File: config.mk
export PLATFORM = sky130hd
export DESIGN_NAME = serial_parity_rx_flat
export DESIGN_NICKNAME = d
export VERILOG_FILES = /design/src/rtl/serial_parity_rx_if.sv /design/src/rtl/serial_parity_rx.sv /design/src/flat_wrapper.sv
export SDC_FILE = /design/constraint.sdc
export NUM_CORES = 1
export LEC_CHECK = 0
export BUFFER_PORTS_ARGS = -buffer_cell sky130_fd_sc_hd__buf_2
export CAP_MARGIN = 5
export CORE_UTILIZATION = 30
export CTS_CLUSTER_DIAMETER = 30
export DETAILED_ROUTE_END_ITERATION = 7
export GPL_TIMING_DRIVEN = 1
export SYNTH_ARGS = -nofsm -noshare
export SYNTH_HDL_FRONTEND = slang
export SYNTH_SLANG_ARGS = --single-unit
File: constraint.sdc
create_clock -name clk -period 2.4 [get_ports clk]
set_clock_uncertainty 0.15 [all_clocks]
set_input_delay 0.12 -clock clk [delete_from_list [all_inputs] [get_ports clk]]
set_output_delay 0.12 -clock clk [all_outputs]
set_load 0.01 [all_outputs]
File: src/rtl/serial_parity_rx_if.sv
// Serial receive bundle: sampled line in, reassembled word and frame status out.
interface serial_parity_rx_if #(
  parameter int DATA_W = 8
);
  logic              din;
  logic              din_valid;
  logic [DATA_W-1:0] dout;
  logic              dout_valid;
  logic              parity_err;
  logic              frame_err;

  modport master (
    output din, din_valid,
    input  dout, dout_valid, parity_err, frame_err
  );

  modport slave (
    input  din, din_valid,
    output dout, dout_valid, parity_err, frame_err
  );
endinterface

File: src/rtl/serial_parity_rx.sv
// Serial frame receiver: start bit, DATA_W data bits LSB first, parity bit, stop bit.
// Reports the reassembled word with parity and framing status at each frame end.
module serial_parity_rx #(
  parameter int DATA_W = 8,
  parameter int ODD    = 0
) (
  input  logic               clk,
  input  logic               rst,
  serial_parity_rx_if.slave  bus
);
  localparam int   CNT_W   = $clog2(DATA_W + 1);
  localparam logic ODD_BIT = (ODD != 0);

  typedef enum logic [1:0] {
    S_IDLE,
    S_DATA,
    S_PARITY,
    S_STOP
  } state_t;

  state_t              state_q, state_d;
  logic [CNT_W-1:0]    cnt_q, cnt_d;
  logic [DATA_W-1:0]   shift_q, shift_d;
  logic                acc_q, acc_d;
  logic [DATA_W-1:0]   dout_q, dout_d;
  logic                dout_valid_q, dout_valid_d;
  logic                parity_err_q, parity_err_d;
  logic                frame_err_q, frame_err_d;

  always_comb begin
    state_d      = state_q;
    cnt_d        = cnt_q;
    shift_d      = shift_q;
    acc_d        = acc_q;
    dout_d       = dout_q;
    dout_valid_d = 1'b0;
    parity_err_d = parity_err_q;
    frame_err_d  = frame_err_q;

    if (bus.din_valid) begin
      unique case (state_q)
        S_IDLE: begin
          if (!bus.din) begin
            state_d = S_DATA;
            cnt_d   = '0;
            acc_d   = 1'b0;
          end
        end
        S_DATA: begin
          // Compare-per-bit keeps the write position free of index-width mismatch.
          for (int unsigned i = 0; i < DATA_W; i++) begin
            if (cnt_q == CNT_W'(i)) shift_d[i] = bus.din;
          end
          acc_d = acc_q ^ bus.din;
          cnt_d = cnt_q + 1'b1;
          if (cnt_q == CNT_W'(DATA_W - 1)) state_d = S_PARITY;
        end
        S_PARITY: begin
          acc_d   = acc_q ^ bus.din;
          state_d = S_STOP;
        end
        S_STOP: begin
          state_d      = S_IDLE;
          dout_d       = shift_q;
          parity_err_d = acc_q ^ ODD_BIT;
          frame_err_d  = ~bus.din;
          dout_valid_d = 1'b1;
        end
        default: state_d = S_IDLE;
      endcase
    end
  end

  always_ff @(posedge clk or posedge rst) begin
    if (rst) begin
      state_q      <= S_IDLE;
      cnt_q        <= '0;
      shift_q      <= '0;
      acc_q        <= 1'b0;
      dout_q       <= '0;
      dout_valid_q <= 1'b0;
      parity_err_q <= 1'b0;
      frame_err_q  <= 1'b0;
    end else begin
      state_q      <= state_d;
      cnt_q        <= cnt_d;
      shift_q      <= shift_d;
      acc_q        <= acc_d;
      dout_q       <= dout_d;
      dout_valid_q <= dout_valid_d;
      parity_err_q <= parity_err_d;
      frame_err_q  <= frame_err_d;
    end
  end

  assign bus.dout       = dout_q;
  assign bus.dout_valid = dout_valid_q;
  assign bus.parity_err = parity_err_q;
  assign bus.frame_err  = frame_err_q;
endmodule

File: src/flat_wrapper.sv
// flat-port wrapper written by rule: the top's interface ports become plain ports
module serial_parity_rx_flat 
#(
  parameter int DATA_W = 8,
  parameter int ODD    = 0
)
  (clk, rst, bus_din, bus_din_valid, bus_dout, bus_dout_valid, bus_parity_err, bus_frame_err);
  serial_parity_rx_if #(.DATA_W(DATA_W)) bus_i ();
  input  logic clk;
  input  logic rst;
  input wire logic [$bits(bus_i.din)-1:0] bus_din;
  input wire logic [$bits(bus_i.din_valid)-1:0] bus_din_valid;
  output wire logic [$bits(bus_i.dout)-1:0] bus_dout;
  output wire logic [$bits(bus_i.dout_valid)-1:0] bus_dout_valid;
  output wire logic [$bits(bus_i.parity_err)-1:0] bus_parity_err;
  output wire logic [$bits(bus_i.frame_err)-1:0] bus_frame_err;
  assign bus_i.din = bus_din;
  assign bus_i.din_valid = bus_din_valid;
  assign bus_dout = bus_i.dout;
  assign bus_dout_valid = bus_i.dout_valid;
  assign bus_parity_err = bus_i.parity_err;
  assign bus_frame_err = bus_i.frame_err;
  serial_parity_rx #(.DATA_W(DATA_W), .ODD(ODD)) u_core (.clk(clk), .rst(rst), .bus(bus_i));
endmodule
==> out/metrics.cfg <==
[cells_and_area]
postLayoutCoreUtil = 0.3688
fin_cells = 167
area_growth_pct = 15.89
nFillCells = 398
num-nets-final = 131
diodes = 0
drive_gt1_frac = 0.3590

[sta]
fmax_mhz = 536.5
period_share = 0.7767
slew_headroom = 0.6651
maxSlewViolCount = 0
fin_crit_ns = 1.864
tightestPinTransition_ns = 0.5012
finalSetupTns_ns = 0
grt_setup_unrepaired = false
setup_viol = 0
finalHoldViolCount = 0

[clock_network]
cts-htree-levels = 1
post_cts_resized = 0
clock_latency_ns = 0.27
numCtsBuffers = 3
tritoncts = done
cts-root-buf = clkbuf_8
clk_pin_slew_ns = 0.09
cts_hold_buffers = 1
post-cts-setup-buffer-count = 0
cts_buffer_depth = 2
cts_sinks = 26

[pwr]
pwr-share-clk = 0.208
p_comb_frac = 0.372
power_uw = 1755
pwr-share-seq = 0.419
leakage_uw = 0.0007641
p_per_area_nw_per_um2 = 1173
ir_worst_vdd_mv = 0.3905
p_sw_uw = 569.2
switching_share = 0.3244
internal_power_uw = 1186

[synth]
avgSynthCellArea_um2 = 12.91
synth_nets = 113
yosysSeqAreaShare = 0.5039
synth_cell_type_count = 30
syn_area_um2 = 1291
syn_inst = 100
yosysWarnings = 0
async_flop_share = 1.000
synth_seq_cells = 26
synth_ff_type = dfrtp_1
synth_edf_count = 0

[job]
maxCapViolations = 0

[worst_setup_path]
cp_max_fo = 9
critPathCaptureType = register
crit_type = reg -> reg
startpoint_type = register
required_ns = 2.42
cp.arrival_ns = 1.88

[global_routing]
antenna_found_initial = 0
grt-ovfl-total = 0
grt_pass1_wl_um = 3829
grt.total_usage = 0.1166
first_global_vias = 817
grt_max_degree = 27

[placement]
place.port_buffers = 14
dp_cells = 162
dp_hpwl_um = 1653
routabilityCongestion = 0.7045

[routing]
ant_nets = 0
firstDrtPassIters = 4
drt-total-wl_um = 2310
drtIter0Drc = 29
viasPerCell = 4.629
vias = 773
drc_errors = 0
avgRoutedWirePerCell_um = 13.83

[floorplan]
rows = 23
dieArea_um2 = 4570
fp.dieW_um = 67.61
start_util = 0.3182
io_pins = 15
coreArea_um2 = 4058
fp.dieH_um = 67.61

[status]
status = finished clean

[worst_hold_path]
worstHoldPathType = in -> reg

## power by group through the flow
stage	Clock, uW	Combinational, uW	Sequential (uW)
finish	365	653	736
CTS	378	667	739
global placement	0	631	733
floorplan	0	460	758
global route	394	732	764
detailed placement	0	664	749
## metal layers
metal | GRT usage | share of wire | vias to the layer above
met2 | 0.1993 | 0.48 | 15
met3 | 0.03547 | 0.041 | 4
li1 | - | - | 382
met5 | 0 | 0 | -
met4 | 0.03989 | 0.012 | 0
met1 | 0.1369 | 0.46 | 372
## worst max-delay path, stage by stage, from the launching register on
cell,delay (ns)
dfrtp_1,0.43
inv_1,0.10
ha_1,0.33
and4bb_1,0.33
nand2_1,0.11
mux2_4,0.31
## layout make-up
cell class / instances / area [um2] / area share
multi-input cells: 65 / 601.8 / 0.4022
inverters: 6 / 22.52 / 0.01505
clock inverters: 1 / 30.03 / 0.02007
well taps: 50 / 62.56 / 0.04181
repair buffers: 16 / 87.58 / 0.05853
clock buffers: 3 / 41.29 / 0.02759
flip-flops and latches: 26 / 650.6 / 0.4348
## cells by family after synthesis
group	count (synthesis)	synth area share
mux	18	0.1802
buf+inv	9	0.03003
fa+ha+maj	9	0.08721
compound gates	14	0.08431
flops	26	0.5039
simple gates	24	0.1143
## cell usage after synthesis (3+ instances only)
cell type / number / area, um2
nand2_1: 13 / 48.80
mux2_4: 8 / 120.1
o21ai_0: 3 / 15.01
nand2b_1: 3 / 18.77
dfrtp_1: 26 / 650.6
mux2_2: 10 / 112.6
inv_1: 6 / 22.52
ha_1: 9 / 112.6
## stage by stage
step	instance area, um2	hold WS, ns	setup WS [ns]
finish	1496	0.09222	0.5359
global route	1496	0.1147	0.4661
CTS	1496	0.09799	0.5315
detailed placement	1415	0.04847	0.5693
global placement	1415	0.03384	0.6101
floorplan	1291	0.01002	0.7454
## path summary, 6_finish.rpt
path	to	slack [ns]	startpoint	cells after the start
setup / recovery	u_core.shift_q[3]$_DFFE_PP0P_	0.54	u_core.state_q[1]$_DFFE_PP0P_	5
hold / removal	u_core.acc_q$_DFFE_PP0P_	0.09	bus_din	2
setup reg to reg	u_core.shift_q[3]$_DFFE_PP0P_	0.54	u_core.state_q[1]$_DFFE_PP0P_	5
hold reg to reg	u_core.bus.frame_err$_DFFE_PP0P_	0.34	u_core.bus.frame_err$_DFFE_PP0P_	2
max in group asynchronous	u_core.bus.dout[1]$_DFFE_PP0P_	1.56	rst	4
min in group asynchronous	u_core.bus.dout[6]$_DFFE_PP0P_	0.28	rst	4
## sequential cells by signal, indices dropped and copies added (netlist names)
name                   cells
u_core.shift_q             8
u_core.bus.frame_err       1
u_core.bus.dout_valid      1
u_core.state_q             2
u_core.cnt_q               4
u_core.acc_q               1
u_core.bus.parity_err      1
u_core.bus.dout            8
## placed cells by master (no fill, tap or decap)
master         instances
a21boi_2               1
dlygate4sd3_1          1
o21ai_1                1
a31oi_1                1
and2_1                 1
a21oi_2                1
and4bb_1               1
a21o_1                 1
dfrtp_1               26
buf_4                  1
nand4bb_1              1
a211o_1                1
o21ai_0                3
nand3b_1               1
buf_2                 14
mux2_2                10
and3_1                 1
a22o_1                 1
a21bo_2                1
nand2_1               13
a32o_1                 1
nor3b_1                1
nor4b_2                1
nand2b_1               3
and4b_4                1
bufinv_16              1
ha_1                   9
o221ai_1               1
mux2_4                 8
a2bb2oi_1              1
inv_1                  6
clkbuf_8               3
Note: power is estimated with default switching activity, not from simulation.
